$ cat config.mk
export PLATFORM = sky130hd
export DESIGN_NAME = vedic_mult_arbiter
export DESIGN_NICKNAME = d
export VERILOG_FILES = /design/src/rtl/vedic_arb_pkg.sv /design/src/rtl/rr_arbiter.sv /design/src/rtl/vedic_mult.sv /design/src/rtl/vedic_mult_arbiter.sv
export SDC_FILE = /design/constraint.sdc
export NUM_CORES = 1
export LEC_CHECK = 0
export BUFFER_PORTS_ARGS = -buffer_cell sky130_fd_sc_hd__buf_2
export CAP_MARGIN = 20
export CORE_ASPECT_RATIO = 0.9
export CORE_MARGIN = 1
export CORE_UTILIZATION = 43
export CTS_CLUSTER_DIAMETER = 80
export DETAILED_ROUTE_END_ITERATION = 6
export PLACE_DENSITY_LB_ADDON = 0.1
export SETUP_SLACK_MARGIN = 0.15
export SKIP_CTS_REPAIR_TIMING = 1
export SLEW_MARGIN = 15
export SYNTH_ARGS = -nofsm -noshare
export SYNTH_HDL_FRONTEND = slang
export SYNTH_HIERARCHICAL = 1
export SYNTH_SLANG_ARGS = --single-unit
$ cat constraint.sdc
create_clock -name clk -period 5.8 [get_ports clk]
set_clock_uncertainty 0.05 [all_clocks]
set_input_delay 0.58 -clock clk [delete_from_list [all_inputs] [get_ports clk]]
set_output_delay 0.58 -clock clk [all_outputs]
set_load 0.01 [all_outputs]
$ cat src/rtl/vedic_arb_pkg.sv
// rtl/vedic_arb_pkg.sv - shared types and helpers for the vedic multiplier arbiter
package vedic_arb_pkg;

  typedef enum logic [1:0] {IDLE, CALC, RESP} arb_state_t;

  localparam int MAX_REQ = 16;

  // Written as a compare so synthesis never builds a divider for the wrap.
  function automatic int rr_next(input int ptr, input int n);
    return (ptr + 1 >= n) ? 0 : ptr + 1;
  endfunction

endpackage

$ cat src/rtl/rr_arbiter.sv
// rtl/rr_arbiter.sv - combinational round-robin grant search starting at ptr
module rr_arbiter #(
  parameter  int NUM_REQ = 4,
  localparam int ID_W    = $clog2(NUM_REQ)
) (
  input  logic [NUM_REQ-1:0] req,
  input  logic [ID_W-1:0]    ptr,
  input  logic               en,
  output logic [NUM_REQ-1:0] grant,
  output logic [ID_W-1:0]    grant_idx
);

  always_comb begin
    int  idx;
    logic found;
    grant     = '0;
    grant_idx = '0;
    found     = 1'b0;
    idx       = 0;
    for (int k = 0; k < NUM_REQ; k++) begin
      idx = int'(ptr) + k;
      if (idx >= NUM_REQ) idx = idx - NUM_REQ;
      if (en && !found && req[idx]) begin
        found      = 1'b1;
        grant[idx] = 1'b1;
        grant_idx  = ID_W'(idx);
      end
    end
  end

endmodule

$ cat src/rtl/vedic_mult.sv
// rtl/vedic_mult.sv - combinational unsigned vedic (Urdhva Tiryagbhyam) multiplier
// WIDTH must be a power of two >= 2; larger widths recurse on half-width blocks.
module vedic_mult #(
  parameter int WIDTH = 8
) (
  input  logic [WIDTH-1:0]   a,
  input  logic [WIDTH-1:0]   b,
  output logic [2*WIDTH-1:0] p
);

  if (WIDTH == 2) begin : g_base
    logic c1;
    assign c1   = (a[1] & b[0]) & (a[0] & b[1]);
    assign p[0] = a[0] & b[0];
    assign p[1] = (a[1] & b[0]) ^ (a[0] & b[1]);
    assign p[2] = (a[1] & b[1]) ^ c1;
    assign p[3] = (a[1] & b[1]) & c1;
  end else begin : g_rec
    localparam int H = WIDTH / 2;
    logic [WIDTH-1:0]   ll, lh, hl, hh;
    logic [2*WIDTH-1:0] mid;

    vedic_mult #(.WIDTH(H)) u_ll (.a(a[H-1:0]),     .b(b[H-1:0]),     .p(ll));
    vedic_mult #(.WIDTH(H)) u_lh (.a(a[H-1:0]),     .b(b[WIDTH-1:H]), .p(lh));
    vedic_mult #(.WIDTH(H)) u_hl (.a(a[WIDTH-1:H]), .b(b[H-1:0]),     .p(hl));
    vedic_mult #(.WIDTH(H)) u_hh (.a(a[WIDTH-1:H]), .b(b[WIDTH-1:H]), .p(hh));

    // Cross terms land at weight 2^H; the full product always fits 2*WIDTH bits.
    assign mid = {{H{1'b0}}, lh, {H{1'b0}}} + {{H{1'b0}}, hl, {H{1'b0}}};
    assign p   = {{WIDTH{1'b0}}, ll} + mid + {hh, {WIDTH{1'b0}}};
  end

endmodule

$ cat src/rtl/vedic_mult_arbiter.sv
// rtl/vedic_mult_arbiter.sv - round-robin sharing of one registered vedic multiplier
// Optional op_count port/counter enabled by VEDIC_ARB_PERF_CNT_EN.
module vedic_mult_arbiter
  import vedic_arb_pkg::*;
#(
  parameter  int NUM_REQ = 4,
  parameter  int WIDTH   = 8,
  localparam int ID_W    = $clog2(NUM_REQ)
) (
  input  logic                     clk,
  input  logic                     rst,
  input  logic [NUM_REQ-1:0]       req_valid,
  output logic [NUM_REQ-1:0]       req_ready,
  input  logic [NUM_REQ*WIDTH-1:0] req_a,
  input  logic [NUM_REQ*WIDTH-1:0] req_b,
  output logic                     rsp_valid,
  input  logic                     rsp_ready,
  output logic [2*WIDTH-1:0]       rsp_prod,
  output logic [ID_W-1:0]          rsp_id
`ifdef VEDIC_ARB_PERF_CNT_EN
  ,
  output logic [31:0]              op_count
`endif
);

  arb_state_t         state;
  logic [ID_W-1:0]    rr_ptr;
  logic [ID_W-1:0]    id_q;
  logic [ID_W-1:0]    grant_idx;
  logic [NUM_REQ-1:0] grant;
  logic [WIDTH-1:0]   op_a;
  logic [WIDTH-1:0]   op_b;
  logic [2*WIDTH-1:0] mult_p;
  logic               arb_en;
  logic               req_hs;

  // Grants are only offered in IDLE and never while reset is held.
  assign arb_en = (state == IDLE) && !rst;
  assign req_hs = |(req_valid & req_ready);

  rr_arbiter #(.NUM_REQ(NUM_REQ)) u_arb (
    .req       (req_valid),
    .ptr       (rr_ptr),
    .en        (arb_en),
    .grant     (grant),
    .grant_idx (grant_idx)
  );

  assign req_ready = grant;

  vedic_mult #(.WIDTH(WIDTH)) u_mult (
    .a (op_a),
    .b (op_b),
    .p (mult_p)
  );

  always_ff @(posedge clk) begin
    if (rst) begin
      state     <= IDLE;
      rr_ptr    <= '0;
      id_q      <= '0;
      op_a      <= '0;
      op_b      <= '0;
      rsp_valid <= 1'b0;
      rsp_prod  <= '0;
      rsp_id    <= '0;
    end else begin
      case (state)
        IDLE: begin
          if (req_hs) begin
            op_a   <= req_a[int'(grant_idx)*WIDTH +: WIDTH];
            op_b   <= req_b[int'(grant_idx)*WIDTH +: WIDTH];
            id_q   <= grant_idx;
            rr_ptr <= ID_W'(rr_next(int'(grant_idx), NUM_REQ));
            state  <= CALC;
          end
        end
        CALC: begin
          rsp_prod  <= mult_p;
          rsp_id    <= id_q;
          rsp_valid <= 1'b1;
          state     <= RESP;
        end
        RESP: begin
          if (rsp_ready) begin
            rsp_valid <= 1'b0;
            state     <= IDLE;
          end
        end
        default: begin
          rsp_valid <= 1'b0;
          state     <= IDLE;
        end
      endcase
    end
  end

`ifdef VEDIC_ARB_PERF_CNT_EN
  always_ff @(posedge clk) begin
    if (rst) begin
      op_count <= '0;
    end else if (rsp_valid && rsp_ready && (op_count != 32'hFFFF_FFFF)) begin
      op_count <= op_count + 32'd1;
    end
  end
`endif

endmodule

[After elaboration in Yosys (flattened, before gate mapping)]
Cells that the tools add are included.
Storage, ports and cells
  output and inout port bits: 23
  bits in registers: 41
  memory bits (read-only): 0
  memories kept: 0
  input bits: 71
  latch bits: 0
  logic and storage cells: 245
  memory bits (writable): 0
Operators by class
  divide/modulo/power cells: 0
  bitwise operators: 133
  magnitude comparators: 13
  multipliers: 0
  reduce and logical (&&, ||, !) cells: 21
  eq/ne operators: 4
  $add $sub $neg: 23
  shift-type cells: 2
  mux-type cells: 41
Operator list (number)
  $ge A32 B1 Y1 const B: 4
  $lt A32 B4 Y1 const B: 4
  $mux W32: 4
  $and A1 B1 Y1: 96
  $ge A32 B4 Y1 const B: 3
  $sub A32 B4 Y32 const B: 3
  $shiftx A32 B6 Y8: 2
  $add A4 B7 Y8: 4
  $add A8 B8 Y8: 4
  $xor A1 B1 Y1: 32
  $add A6 B6 Y7: 4
  $add A16 B16 Y16: 1
  $add A8 B16 Y16: 1
  $mux W1: 16
  $mux W4: 4
  $mux W2: 7
  $add A12 B12 Y13: 1
  $logic_and A1 B1 Y1: 12
  $or A4 B4 Y4: 3
  $bmux W1 S2: 4
  $demux W1 S2: 4
  $add A2 B1 Y3 const B: 2
  $add A2 B2 Y3 const B: 2
  $pmux W2 S3: 1
  other kinds (13): 19

[Longest topological paths before layout]
Gate-level depths: netlist (run 1).
  depth after elaboration: 23
  depth in mapped cells: 23
  gate-level depth less buffers: 23

[Cells and area by module]
The synthesis (run 1) kept the hierarchy.
Modules (own cells, without submodules)
  vedic_mult_arbiter: cells an instance 203, seq. area each 820.8 um^2, area an instance 2095.8 um^2, times used 1
  vedic_mult (u_mult.g_rec.u_hh ...): cells an instance 27, seq. area each 0.0 um^2, area an instance 249.0 um^2, times used 4
  vedic_mult (u_mult.g_rec.u_hh.g_rec.u_hh ...): cells an instance 6, seq. area each 0.0 um^2, area an instance 50.0 um^2, times used 16
  vedic_mult (u_mult): cells an instance 66, seq. area each 0.0 um^2, area an instance 564.3 um^2, times used 1
  rr_arbiter: cells an instance 58, seq. area each 0.0 um^2, area an instance 481.7 um^2, times used 1

[Worst setup path before layout (run 1)]
No wires, ideal clock.
  path type: register to register
  from: register op_a[1]
  to: register rsp_prod[11]
  cell stages (with the launch flop): 19
  clock period less this slack: 4.303 ns
  arrival: 4.184 ns
  data required time: 5.680 ns
  setup time: 0.070 ns
  path slack: 1.497 ns
  cell sequence: dfxtp_1 -> and2_1 -> ha_1 -> ha_1 -> fa_1 -> inv_1 -> fa_1 -> nand2b_1 -> a21oi_2 -> xor2_1 -> fa_1 -> ha_1 -> nor2b_4 -> o31a_1 -> o21a_1 -> nor2_2 -> xnor2_1 -> nand2_1 -> a21oi_1
RTL lines
  start: declaration: line vedic_mult_arbiter.sv:31  | logic [WIDTH-1:0] op_a;
  start signal: assignment: line vedic_mult_arbiter.sv:71  | op_a <= req_a[int'(grant_idx)*WIDTH +: WIDTH];
  $and A1 B1 Y1 (2 in series): line vedic_mult.sv:13  | assign c1 = (a[1] & b[0]) & (a[0] & b[1]);
  $xor A1 B1 Y1 (*): line vedic_mult.sv:16  | assign p[2] = (a[1] & b[1]) ^ c1;
  net u_mult.g_rec.u_ll.g_rec.lh[2]: line vedic_mult.sv:20  | logic [WIDTH-1:0] ll, lh, hl, hh;
  $add A6 B6 Y7 (*): line vedic_mult.sv:29  | assign mid = {{H{1'b0}}, lh, {H{1'b0}}} + {{H{1'b0}}, hl, {H{1'b0}}};
  $add A4 B7 Y8 (*): line vedic_mult.sv:30  | assign p = {{WIDTH{1'b0}}, ll} + mid + {hh, {WIDTH{1'b0}}};
  $add A8 B8 Y8 (*): line vedic_mult.sv:30
  net u_mult.g_rec.ll[7]: line vedic_mult.sv:20
  $add A8 B16 Y16 (*): line vedic_mult.sv:30
  $add A16 B16 Y16 (*): line vedic_mult.sv:30
  net mult_p[11]: line vedic_mult_arbiter.sv:33  | logic [2*WIDTH-1:0] mult_p;
  end signal: assignment: line vedic_mult_arbiter.sv:79  | rsp_prod <= mult_p;
  end: declaration: line vedic_mult_arbiter.sv:18  | output logic [2*WIDTH-1:0] rsp_prod,
Mark *: on every way through the listed nets, which the timed path passes. The rest lies on a longest branch.
A chain may end at the register's enable or synchronous reset.

[Worst setup path after layout (run 1)]
  from: register op_a[1]
  to: register rsp_prod[15]
RTL lines (line)
  $and A1 B1 Y1 (2 in series): vedic_mult.sv:13
  $xor A1 B1 Y1 (*): vedic_mult.sv:16
  net u_mult.g_rec.u_ll.g_rec.ll[2]: vedic_mult.sv:20
  $add A4 B7 Y8 (*): vedic_mult.sv:30
  $add A8 B8 Y8 (*): vedic_mult.sv:30
  net u_mult.g_rec.ll[7]: vedic_mult.sv:20
  $add A8 B16 Y16 (*): vedic_mult.sv:30
  $add A16 B16 Y16 (*): vedic_mult.sv:30
  net mult_p[15]: vedic_mult_arbiter.sv:33
Marked as above.

==> results.txt, run 1 <==
----------------------------------------------------
[Placed design]
  Quantity of I/O buffers inserted on ports ... 93
  Half-perimeter wire length after placement ... 8900 µm
  Number of instances in the placed design ... 758
  Global placement routability congestion ... 0.850
  Cell Area, Placed ... 5510 µm²

[Critical path]
  Crit path max-delay family ... adder cells
  Crit Reg-Reg Startpoint ... op_a[1]$_SDFFE_PP0P_
  Crit Path Category ... reg2reg
  R2r endpoint ... rsp_prod[15]$_SDFFE_PP0P_
  R2R Setup Slk ... 1.18 ns
  Arrival time at the worst endpoint ... 4.71 ns
  Critical Path Max Stage Delay ... 0.42 ns
  CP most frequent cell ... sky130_fd_sc_hd__ha_1
  Ordered cell list for the critical path ... and2_1, ha_1, ha_1, inv_1, fa_1, inv_1, ha_1, inv_1, fa_1, nand2b_1, a21oi_2, xor2_1, fa_1, ha_1, nor2b_4, o31a_1, o21ai_2, nor2_1, xor2_1, nand2_1, a21oi_1
  Maximum fanout along the worst path ... 9
  Type of origin of the critical path ... register
  CP endpoint kind ... register
  Worst Reg-to-Reg Cells ... 21
  Required time of the worst setup path ... 5.89 ns
  Critical-path top delay cell ... sky130_fd_sc_hd__fa_1
  Number of buffer and inverter instances along the worst setup path ... 3

[Die]
  Core ar. ... 11,000 µm²
  Horiz. Die Dim ... 115 µm
  Starting density of the core ... 0.449
  Full die area ... 11,900 µm²
  Io pins ... 94
  Number of cell rows ... 36
  Die extent in y ... 104 µm

[Hold path]
  Endpoint of the worst hold-timing path ... rsp_prod[1]$_SDFFE_PP0P_
  Count of cells along the worst hold path ... 2
  Class of the tightest hold or removal check ... reg2reg
  Critical hold path startpoint ... rsp_prod[1]$_SDFFE_PP0P_

[Finish]
  Area growth syn-to-layout ... 14.4%
  Multi-input gate area in the final layout ... 3820 µm²
  Layout cells sized above 1 ... 0.223
  Layout net count ... 777
  Total area of sequential cells ... 821 µm²
  Antenna diodes ... 0
  Post-route non-filler standard cell count ... 766
  Core utilization of the finished layout ... 0.514
  Filler instances ... 1,045
  Non-Filler Cell Area, Final ... 5650 µm²

[Timing]
  Max Transition Viols Final ... 0
  Number of setup violations in the final report ... 0
  Unrepaired setup endpoints after global routing ... false
  Transition time at the pin with the least slew margin ... 0.773 ns
  Portion of the clock cycle consumed by the worst path in the final layout ... 0.797
  Relative slew slack ... 0.485
  Final sum of negative setup slack ... 0 ns
  Post-layout minimum cycle time ... 4.62 ns
  Hold violation count in the final report ... 0
  Worst Hold Margin ... 0.401 ns
  FMAX ... 216 MHz

[Power and ir drop]
  Power density relative to cell area ... 277 nW/µm²
  Peak supply drop ... 140 µV
  Leakage power summed over all cells ... 0.00283 µW

[Global route]
  Wire length of the first global-routing pass ... 18,300 µm
  Largest net degree at the start of global routing ... 46
  Initial antenna violation count ... 0
  Vias in the first global route ... 3,836
  Total congestion overflow ... 0
  Tot GR Track Use ... 0.189

[Status]
  Result of the run ... finished, final reports clean

[Synthesis]
  Netlist Area Pre-Place ... 4940 µm²
  Synth warnings ... 6
  Share of the synthesized area in compound gates (AO/OA/AOI/OAI) ... 0.134
  Post-Synth XOR/XNOR Area ... 0.0355
  Main combinational cell family by area after synthesis ... adder cells
  Number of nets produced by synthesis ... 695
  Asr flop ratio synth ... 0
  Synthesized-area fraction occupied by adder cells ... 0.280
  Portion of netlist area occupied by mux cells ... 0.105
  Number of storage elements in the synthesis netlist ... 41
  Basic-gate share of the synthesized area counting and, or, nand and nor cells ... 0.219
  Top FF cell, synth ... sky130_fd_sc_hd__dfxtp_1
  Mapped Cells ... 531
  EDFF count, synth ... 0
  Mean instance size in the synthesized netlist ... 9.30 µm²
  Unique cell type count in the Yosys netlist ... 47
  Share of the yosys chip area belonging to registers ... 0.166

[Drt]
  First-pass DRT Iterations ... 4
  Number of DRC violations after detailed-routing iteration 0 ... 165
  DRC ... 0
  WL/cell ... 14.0 µm
  Total length of routed wires ... 10,700 µm
  Routed via count divided by cell count ... 5.17
  Vias after detailed routing ... 3,961
  Remaining antenna violation count after routing ... 0

[CTS]
  Clock buffers created by TritonCTS ... 5
  Clock Sinks ... 41
  Deepest level of the CTS H-tree ... 2
  TritonCTS clock tree ... yes
  Master cell of the clock root buffer ... sky130_fd_sc_hd__clkbuf_16
  Longest Clk Path Bufs ... 2
  Clock latency of the later-clocked register in the worst-skew pair ... 0.29 ns
  Clock Pin Slew Worst Setup and Hold Paths ... 0.06 ns

[Flow run]
  Max-cap violations ... 0

----------------------------------------------------
-- through the flow --
stage	total power, µW	setup slack [ns]
floorplan	1090	1.50
global placement	1280	1.26
detailed placement	1290	1.16
CTS	1580	1.15
global route	1700	0.826
finish	1570	1.18
-- placed cells by master, fill, tap and decap left out, types with 11 or more instances in the layout --
master,instances
sky130_fd_sc_hd__and2_1,64
sky130_fd_sc_hd__ha_1,64
sky130_fd_sc_hd__nand2_1,50
sky130_fd_sc_hd__fa_1,29
sky130_fd_sc_hd__a21oi_1,28
sky130_fd_sc_hd__nand2b_1,11
sky130_fd_sc_hd__inv_1,49
sky130_fd_sc_hd__buf_2,93
sky130_fd_sc_hd__nor2_1,16
sky130_fd_sc_hd__xnor2_1,14
sky130_fd_sc_hd__nor2b_1,19
sky130_fd_sc_hd__mux4_2,11
sky130_fd_sc_hd__dfxtp_1,41
sky130_fd_sc_hd__and3_1,16
sky130_fd_sc_hd__a221o_1,20
-- how the worst max path moves through the flow --
| stage | from | to | cells after the start |
|---|---|---|---|
| detailed placement | op_a[1]$_SDFFE_PP0P_ | rsp_prod[15]$_SDFFE_PP0P_ | 21 |
| global route | op_b[1]$_SDFFE_PP0P_ | rsp_prod[12]$_SDFFE_PP0P_ | 20 |
| CTS | op_a[1]$_SDFFE_PP0P_ | rsp_prod[15]$_SDFFE_PP0P_ | 21 |
| floorplan | op_a[1]$_SDFFE_PP0P_ | rsp_prod[11]$_SDFFE_PP0P_ | 18 |
| global placement | op_a[1]$_SDFFE_PP0P_ | rsp_prod[11]$_SDFFE_PP0P_ | 21 |
| finish | op_a[1]$_SDFFE_PP0P_ | rsp_prod[15]$_SDFFE_PP0P_ | 21 |
-- flip-flops by register name, indices dropped and copies added, names as in the netlist --
signal and cells:
rsp_id 2, id_q 2, state 2, rsp_prod 16
op_b 8, op_a 8, rr_ptr 2, rsp_valid 1
-- where the power goes --
| part | total [µW] | leakage [µW] | switching (µW) | internal [µW] |
|---|---|---|---|---|
| Sequential | 475 | 0.000332 | 129 | 346 |
| Clock | 277 | 0.0000696 | 119 | 158 |
| Combinational | 812 | 0.00242 | 421 | 392 |
| Total | 1570 | 0.00283 | 669 | 896 |
-- cell families after synthesis --
family,Yosys count
AO/OA/AOI/OAI,87
XOR/XNOR,20
adder cells (fa/ha/maj),93
buffers and inverters,70
AND/OR/NAND/NOR,195
multiplexers,25
flip-flops,41
-- tightest hold or removal path, cell delays in order, from the launching register on --
cell                      delay, ns
sky130_fd_sc_hd__dfxtp_1       0.30
sky130_fd_sc_hd__nand2_1       0.05
sky130_fd_sc_hd__a21oi_1       0.05
-- routing by layer --
layer / up-vias / share of wire / global-route usage
met5: - / 0 / 0
met2: 115 / 0.45 / 0.302
met4: 0 / 0.0058 / 0.0306
met3: 7 / 0.046 / 0.0240
met1: 1842 / 0.50 / 0.275
li1: 1997 / - / -
-- cell type report --
cell class / instances / area share
tap: 152 / 0.0337
timing repair buffer: 96 / 0.0870
sequential: 41 / 0.145
clock buffer: 5 / 0.0221
multi-input combinational: 420 / 0.676
clock inverter: 3 / 0.00310
inverter: 49 / 0.0326
-- cells in the mapped netlist, types with 2 or more instances --
cell / instances / area share
sky130_fd_sc_hd__mux2i_1: 5 / 0.010
sky130_fd_sc_hd__a21oi_1: 29 / 0.029
sky130_fd_sc_hd__inv_1: 49 / 0.037
sky130_fd_sc_hd__a211oi_1: 3 / 0.0046
sky130_fd_sc_hd__xnor2_1: 14 / 0.025
sky130_fd_sc_hd__and3_1: 16 / 0.020
sky130_fd_sc_hd__xor2_1: 6 / 0.011
sky130_fd_sc_hd__dfxtp_1: 41 / 0.17
sky130_fd_sc_hd__a22oi_2: 2 / 0.0051
sky130_fd_sc_hd__nand2b_1: 11 / 0.014
sky130_fd_sc_hd__and2_1: 64 / 0.081
sky130_fd_sc_hd__fa_1: 29 / 0.12
sky130_fd_sc_hd__buf_6: 2 / 0.0046
sky130_fd_sc_hd__nor3_1: 5 / 0.0051
sky130_fd_sc_hd__ha_1: 64 / 0.16
sky130_fd_sc_hd__a21o_1: 5 / 0.0076
sky130_fd_sc_hd__buf_2: 7 / 0.0071
sky130_fd_sc_hd__o21a_1: 2 / 0.0030
sky130_fd_sc_hd__and2b_1: 3 / 0.0046
sky130_fd_sc_hd__nand3b_1: 4 / 0.0061
sky130_fd_sc_hd__a221o_1: 20 / 0.041
sky130_fd_sc_hd__nor2_1: 16 / 0.012
sky130_fd_sc_hd__nor2b_1: 20 / 0.025
sky130_fd_sc_hd__o211ai_1: 2 / 0.0030
sky130_fd_sc_hd__a21oi_2: 9 / 0.016
sky130_fd_sc_hd__mux4_2: 11 / 0.050
sky130_fd_sc_hd__nand2_1: 50 / 0.038
sky130_fd_sc_hd__mux4_1: 8 / 0.043
sky130_fd_sc_hd__clkbuf_1: 10 / 0.0076
sky130_fd_sc_hd__o21ai_0: 6 / 0.0061
sky130_fd_sc_hd__a31oi_1: 2 / 0.0025
No activity file was read; power rests on OpenSTA's default activity.
==> run 2: changes to the inputs <==
- ABC_AREA: not set -> 1
- clock period: 5.8 -> 4.45 ns (I/O delays scaled with it)
==> run 2 against run 1 <==
Sequential share of layout area is 1.2 points lower. Via count grew 29%. Cell area increased by 11%. Sequential cell count stayed put. Critical path depth grew 2. Setup slack worse by 0.83 ns. Die area up 7.8%. Hold slack got worse by 0.084 ns. Register-to-register slack lost 0.83 ns. Global-route usage up 1.6 points. Critical path type unchanged. Critical endpoint is now rsp_prod[13]$_SDFFE_PP0P_. Highest routed layer unchanged.
==> results.txt, run 2 <==
----------------------------------------------------
[Status]
  Result of the run ... finished, final reports clean

[CTS]
  Clock Sinks ... 41 (unchanged)
  Master cell of the clock root buffer ... sky130_fd_sc_hd__clkbuf_16
  TritonCTS clock tree ... yes
  Clock latency of the later-clocked register in the worst-skew pair ... 0.29 ns (about the same)
  Clock buffers created by TritonCTS ... 5 (unchanged)
  Deepest level of the CTS H-tree ... 2 (unchanged)
  Clock Pin Slew Worst Setup and Hold Paths ... 0.07 ns (about the same)
  Longest Clk Path Bufs ... 2 (unchanged)

[Critical path]
  Maximum fanout along the worst path ... 6 (-3)
  Worst Reg-to-Reg Cells ... 23 (+9.5%)
  Ordered cell list for the critical path ... nand2_1, inv_1, ha_1, ha_1, inv_1, fa_2, inv_2, ha_2, inv_1, fa_2, xnor2_2, fa_1, ha_2, inv_1, fa_2, inv_2, nand3_1, nand3_2, nand2_1, nand3_1, nand2_1, nor2_2, nor2_1
  Total number of cells along the worst setup path ... 23 (+9.5%)
  Crit path max-delay family ... adder cells
  Number of buffer and inverter instances along the worst setup path ... 6 (+3)
  CP most frequent cell ... sky130_fd_sc_hd__inv_1
  Arrival time at the worst endpoint ... 4.24 ns (-0.47 ns)
  Type of origin of the critical path ... register
  Crit Path Category ... reg2reg
  Critical Path Max Stage Delay ... 0.54 ns (+0.12 ns)
  Critical-path top delay cell ... sky130_fd_sc_hd__fa_1
  CP endpoint kind ... register
  Required time of the worst setup path ... 4.58 ns (-1.31 ns)

[Synthesis]
  EDFF count, synth ... 0 (unchanged)
  Mapped Cells ... 854 (+61%)
  Number of nets produced by synthesis ... 1,018 (+46%)
  Number of storage elements in the synthesis netlist ... 41 (unchanged)
  Most frequent cell after synthesis ... sky130_fd_sc_hd__nand2_1
  Share of the yosys chip area belonging to registers ... 0.154 (-0.0122)
  Most numerous cell types in the synthesized netlist ... 257 x sky130_fd_sc_hd__nand2_1, 168 x sky130_fd_sc_hd__inv_1, 111 x sky130_fd_sc_hd__nor2_1
  Synth warnings ... 6 (unchanged)
  Synth top area share ... 0.181 (+0.0147)
  Mean instance size in the synthesized netlist ... 6.24 µm² (-33%)
  Netlist Area Pre-Place ... 5330 µm² (+8.0%)
  Unique cell type count in the Yosys netlist ... 32 (-32%)
  Top FF cell, synth ... sky130_fd_sc_hd__dfxtp_1
  Asr flop ratio synth ... 0 (unchanged)
  Biggest area contributors in the synthesized netlist ... sky130_fd_sc_hd__nand2_1 18%, sky130_fd_sc_hd__dfxtp_1 15%, sky130_fd_sc_hd__ha_1 15%
  Cell taking the most area after synthesis ... sky130_fd_sc_hd__nand2_1

[Drt]
  Total length of routed wires ... 12,700 µm (+18%)
  Remaining antenna violation count after routing ... 0 (unchanged)
  Number of DRC violations after detailed-routing iteration 0 ... 295 (+79%)
  WL/cell ... 11.4 µm (-19%)
  First-pass DRT Iterations ... 4 (unchanged)
  DRC ... 0 (unchanged)
  Routed via count divided by cell count ... 4.56 (-12%)
  Vias after detailed routing ... 5,098 (+29%)

[Finish]
  Most used cells in the layout excluding fill and tap cells ... 256 x sky130_fd_sc_hd__nand2_1, 166 x sky130_fd_sc_hd__inv_1, 110 x sky130_fd_sc_hd__nor2_1
  Multi-input gate area in the final layout ... 3800 µm² (-0.65%)
  Register containing the most flip-flops in the final layout ... rsp_prod
  Most common cell after layout, fill and taps aside ... sky130_fd_sc_hd__nand2_1
  Layout net count ... 1,120 (+44%)
  Non-Filler Cell Area, Final ... 6290 µm² (+11%)
  Antenna diodes ... 0 (unchanged)
  Flip-flop count of the largest register, all copies and words added ... 16 (unchanged)
  Area growth syn-to-layout ... 18.0%
  Core utilization of the finished layout ... 0.521 (+0.00671)
  Total area of sequential cells ... 840 µm² (+2.3%)
  Layout cells sized above 1 ... 0.190 (-0.0329)
  Registers with the most flip-flops ... rsp_prod: 16 flops, op_a: 8 flops, op_b: 8 flops
  Filler instances ... 1,299 (+24%)

[Die]
  Core ar. ... 12,100 µm² (+9.9%)
  Horiz. Die Dim ... 119 µm (+3.8%)
  Die extent in y ... 108 µm (+3.8%)
  Full die area ... 12,800 µm² (+7.8%)
  Starting density of the core ... 0.441 (-0.00788)
  Number of cell rows ... 38 (+5.6%)
  Io pins ... 94 (unchanged)

[Timing]
  FMAX ... 243 MHz (+13%)
  Max Transition Viols Final ... 0 (unchanged)
  Unrepaired setup endpoints after global routing ... true
  Hold violation count in the final report ... 0 (unchanged)
  Relative slew slack ... 0.489 (+0.00415)
  Post-layout minimum cycle time ... 4.11 ns (-0.515 ns)
  Transition time at the pin with the least slew margin ... 0.763 ns (-0.00912 ns)
  Number of setup violations in the final report ... 0 (unchanged)
  Final sum of negative setup slack ... 0 ns (unchanged)
  Portion of the clock cycle consumed by the worst path in the final layout ... 0.924 (+0.126)

[Placed design]
  Quantity of I/O buffers inserted on ports ... 93 (unchanged)
  Half-perimeter wire length after placement ... 10,100 µm (+13%)
  Global placement routability congestion ... 0.799 (-6.0%)
  Cell Area, Placed ... 5960 µm² (+8.2%)

[Hold path]
  Class of the tightest hold or removal check ... in2reg
  Count of cells along the worst hold path ... 2 (unchanged)

[Global route]
  Total congestion overflow ... 0 (unchanged)
  Largest net degree at the start of global routing ... 40 (-13%)
  Vias in the first global route ... 4,789 (+25%)
  Initial antenna violation count ... 0 (unchanged)
  Wire length of the first global-routing pass ... 21,700 µm (+18%)
  Tot GR Track Use ... 0.205 (+0.0161)

[Power and ir drop]
  PnR Total Power ... 2340 µW (+50%)
  Peak supply drop ... 200 µV (+43%)
  Leakage power summed over all cells ... 0.00411 µW (+46%)
  Power density relative to cell area ... 372 nW/µm² (+34%)

[Flow run]
  Max-cap violations ... 0 (unchanged)

----------------------------------------------------
## run 2: metrics by stage
step	hold WS, ns	worst slack, ns	instances
detailed placement	0.441	0.00331	1102
global route	0.333	0.0740	1117
finish	0.316	0.340	1117
CTS	0.313	-0.0107	1110
floorplan	0.406	0.418	854
global placement	0.425	0.00544	1102
## run 2: layer usage
metal,vias up,global-route usage,routed length (µm)
li1,2783,-,-
met1,2201,0.280,6500
met2,107,0.352,5680
met3,7,0.0212,423
met4,0,0.0393,90
met5,-,0,0
## run 2: where the power goes
part / total [µW] / switching [µW] / internal, µW
clock network: 380 / 157 / 223
registers: 578 / 97.6 / 481
logic: 1380 / 878 / 505
total: 2340 / 1130 / 1210
## run 2: logic make-up after synthesis
| kind of cell | synth area share |
|---|---|
| adder cells (fa/ha/maj) | 0.259 |
| XOR/XNOR | 0.0131 |
| buffers and inverters | 0.152 |
| AND/OR/NAND/NOR | 0.361 |
| flip-flops | 0.154 |
| AO/OA/AOI/OAI | 0.0601 |
## run 2: final timing paths
check / to / slack [ns] / start
max reg2reg: rsp_prod[13]$_SDFFE_PP0P_ / 0.34 / op_b[0]$_SDFFE_PP0P_
min reg2reg: id_q[0]$_SDFFE_PP0P_ / 0.45 / id_q[0]$_SDFFE_PP0P_
max: rsp_prod[13]$_SDFFE_PP0P_ / 0.34 / op_b[0]$_SDFFE_PP0P_
min: state[1]$_SDFFE_PP0P_ / 0.32 / rst
## run 2: layout make-up
cell class	count	area share
clock buffer	6	0.0221
clock inverter	2	0.00219
inverter	174	0.104
multi-input combinational	618	0.604
sequential	41	0.133
tap	160	0.0318
timing repair buffer	116	0.103
==> run 3: changes to the inputs <==
- BUFFER_PORTS_ARGS: -buffer_cell sky130_fd_sc_hd__buf_2 -> not set
- DONT_BUFFER_PORTS: not set -> 1
- GPL_ROUTABILITY_DRIVEN: not set -> 0
- TNS_END_PERCENT: not set -> 10
==> run 3 against run 2 <==
Total power is 0.32% higher. Clock power is 26% higher. Via count is 3.5% lower. Routed wire length is 2.8% lower. Combinational power is 10% lower. Sequential power is 8.7% higher. Die area stayed put.
==> results.txt, run 3 (same netlist as run 2, synthesis figures left out) <==
----------------------------------------------------
[Status]
  Result of the run ... finished, final reports clean

[Critical path]
  Number of buffer and inverter instances along the worst setup path ... 5 (-1)
  Critical-path top delay cell ... sky130_fd_sc_hd__fa_1
  Crit path max-delay family ... adder cells
  Critical Path Max Stage Delay ... 0.44 ns (-0.10 ns)
  Ordered cell list for the critical path ... nand2_1, inv_1, ha_1, ha_1, inv_1, fa_1, inv_1, ha_1, inv_1, fa_2, inv_1, nand3_1, nand3_1, nand2_1, fa_1, ha_1, nand2_1, nor2_2, nand3_1, nand4_1, nand2_1, nor2_1, nor2_1
  Crit Path Category ... reg2reg
  Required time of the worst setup path ... 4.58 ns (about the same)
  CP endpoint kind ... register
  Arrival time at the worst endpoint ... 4.21 ns (-0.03 ns)
  CP startpoint ... op_a[1]$_SDFFE_PP0P_
  Crit Reg-Reg Startpoint ... op_a[1]$_SDFFE_PP0P_
  Type of origin of the critical path ... register
  CP most frequent cell ... sky130_fd_sc_hd__inv_1
  Maximum fanout along the worst path ... 6 (unchanged)

[Power and ir drop]
  Leakage power summed over all cells ... 0.00369 µW (-10%)
  Peak supply drop ... 278 µV (+39%)
  Power density relative to cell area ... 404 nW/µm² (+8.5%)
  PnR Total Power ... 2350 µW (+0.32%)

[Die]
  Core ar. ... 12,100 µm² (unchanged)
  Full die area ... 12,800 µm² (unchanged)
  Number of cell rows ... 38 (unchanged)
  Io pins ... 94 (unchanged)
  Horiz. Die Dim ... 119 µm (unchanged)
  Starting density of the core ... 0.441 (unchanged)
  Die extent in y ... 108 µm (unchanged)

[Timing]
  Transition time at the pin with the least slew margin ... 0.783 ns (+0.0198 ns)
  Max Transition Viols Final ... 0 (unchanged)
  Unrepaired setup endpoints after global routing ... true
  FMAX ... 245 MHz (+0.66%)
  Portion of the clock cycle consumed by the worst path in the final layout ... 0.918 (-0.00606)
  Final sum of negative setup slack ... 0 ns (unchanged)
  Fin worst setup slack ... 0.367 ns (+0.0270 ns)
  Relative slew slack ... 0.476 (-0.0132)
  Hold violation count in the final report ... 0 (unchanged)
  Post-layout minimum cycle time ... 4.08 ns (-0.0270 ns)
  Number of setup violations in the final report ... 0 (unchanged)

[CTS]
  Clock latency of the later-clocked register in the worst-skew pair ... 0.29 ns (about the same)
  Clock Pin Slew Worst Setup and Hold Paths ... 0.07 ns (about the same)
  Clock Sinks ... 41 (unchanged)
  Clock buffers created by TritonCTS ... 5 (unchanged)
  TritonCTS clock tree ... yes
  Deepest level of the CTS H-tree ... 2 (unchanged)
  Longest Clk Path Bufs ... 2 (unchanged)
  Master cell of the clock root buffer ... sky130_fd_sc_hd__clkbuf_16

[Drt]
  Total length of routed wires ... 12,300 µm (-2.8%)
  Number of DRC violations after detailed-routing iteration 0 ... 273 (-7.5%)
  Remaining antenna violation count after routing ... 0 (unchanged)
  First-pass DRT Iterations ... 4 (unchanged)
  Vias after detailed routing ... 4,918 (-3.5%)
  Routed via count divided by cell count ... 4.84 (+6.0%)
  WL/cell ... 12.1 µm (+6.7%)
  DRC ... 0 (unchanged)

[Global route]
  Tot GR Track Use ... 0.201 (-0.00429)
  Initial antenna violation count ... 0 (unchanged)
  Total congestion overflow ... 0 (unchanged)
  Largest net degree at the start of global routing ... 40 (unchanged)
  Vias in the first global route ... 4,654 (-2.8%)
  Wire length of the first global-routing pass ... 21,100 µm (-2.4%)

[Finish]
  Layout cells sized above 1 ... 0.0957 (-0.0945)
  Area growth syn-to-layout ... 9.06%
  Multi-input gate area in the final layout ... 3780 µm² (-0.30%)
  Most used cells in the layout excluding fill and tap cells ... 254 x sky130_fd_sc_hd__nand2_1, 167 x sky130_fd_sc_hd__inv_1, 110 x sky130_fd_sc_hd__nor2_1
  Antenna diodes ... 0 (unchanged)
  Post-route non-filler standard cell count ... 1,017 (-9.0%)
  Filler instances ... 1,296 (-0.23%)
  Total area of sequential cells ... 850 µm² (+1.2%)
  Most common cell after layout, fill and taps aside ... sky130_fd_sc_hd__nand2_1
  Flip-flop count of the largest register, all copies and words added ... 16 (unchanged)
  Register containing the most flip-flops in the final layout ... rsp_prod
  Registers with the most flip-flops ... rsp_prod: 16 flops, op_a: 8 flops, op_b: 8 flops
  Layout net count ... 1,020 (-8.9%)

[Flow run]
  Max-cap violations ... 0 (unchanged)

[Placed design]
  Number of instances in the placed design ... 1,002 (-9.1%)
  Worst setup timing slack at the placement stage ... 0.0158 ns (+0.0125 ns)
  Quantity of I/O buffers inserted on ports ... 0 (-100%)
  Half-perimeter wire length after placement ... 9910 µm (-1.9%)

[Hold path]
  Critical hold path startpoint ... rst
  Class of the tightest hold or removal check ... in2reg

----------------------------------------------------
## run 3: final timing paths
kind	endpoint	slack [ns]	cells past startpoint
setup / recovery	rsp_prod[14]$_SDFFE_PP0P_	0.37	23
hold / removal	state[0]$_SDFFE_PP0P_	0.17	1
setup reg to reg	rsp_prod[14]$_SDFFE_PP0P_	0.37	23
hold reg to reg	id_q[1]$_SDFFE_PP0P_	0.45	2
## run 3: per-stage QoR
stage	cell area, µm²	utilization	hold WS, ns
floorplan	5330	-	0.406
finish	5810	0.481	0.172
detailed placement	5440	0.450	0.436
global placement	5440	0.450	0.435
CTS	5630	0.467	0.167
global route	5810	0.481	0.171
## run 3: per-layer routing
layer	up-vias	part of all wire	wire, µm	global-route usage
li1	2591	-	-	-
met1	2204	0.49	6020	0.259
met2	112	0.47	5750	0.355
met3	11	0.031	378	0.0207
met4	0	0.015	184	0.0598
met5	-	0	0	0
## run 3: power by group
part	leakage (µW)	switching [µW]	total, µW	internal [µW]
sequential	0.000341	144	628	484
combinational	0.00325	821	1240	420
clock	0.0000944	156	480	324
## run 3: area by class of cell
| type | count | share of cell area |
|---|---|---|
| Multi-Input combinational cell | 618 | 0.651 |
| Sequential cell | 41 | 0.146 |
| Inverter | 174 | 0.112 |
| Tap cell | 160 | 0.0344 |
| Timing Repair Buffer | 16 | 0.0228 |
| Clock buffer | 5 | 0.0215 |
| Clock inverter | 3 | 0.0118 |
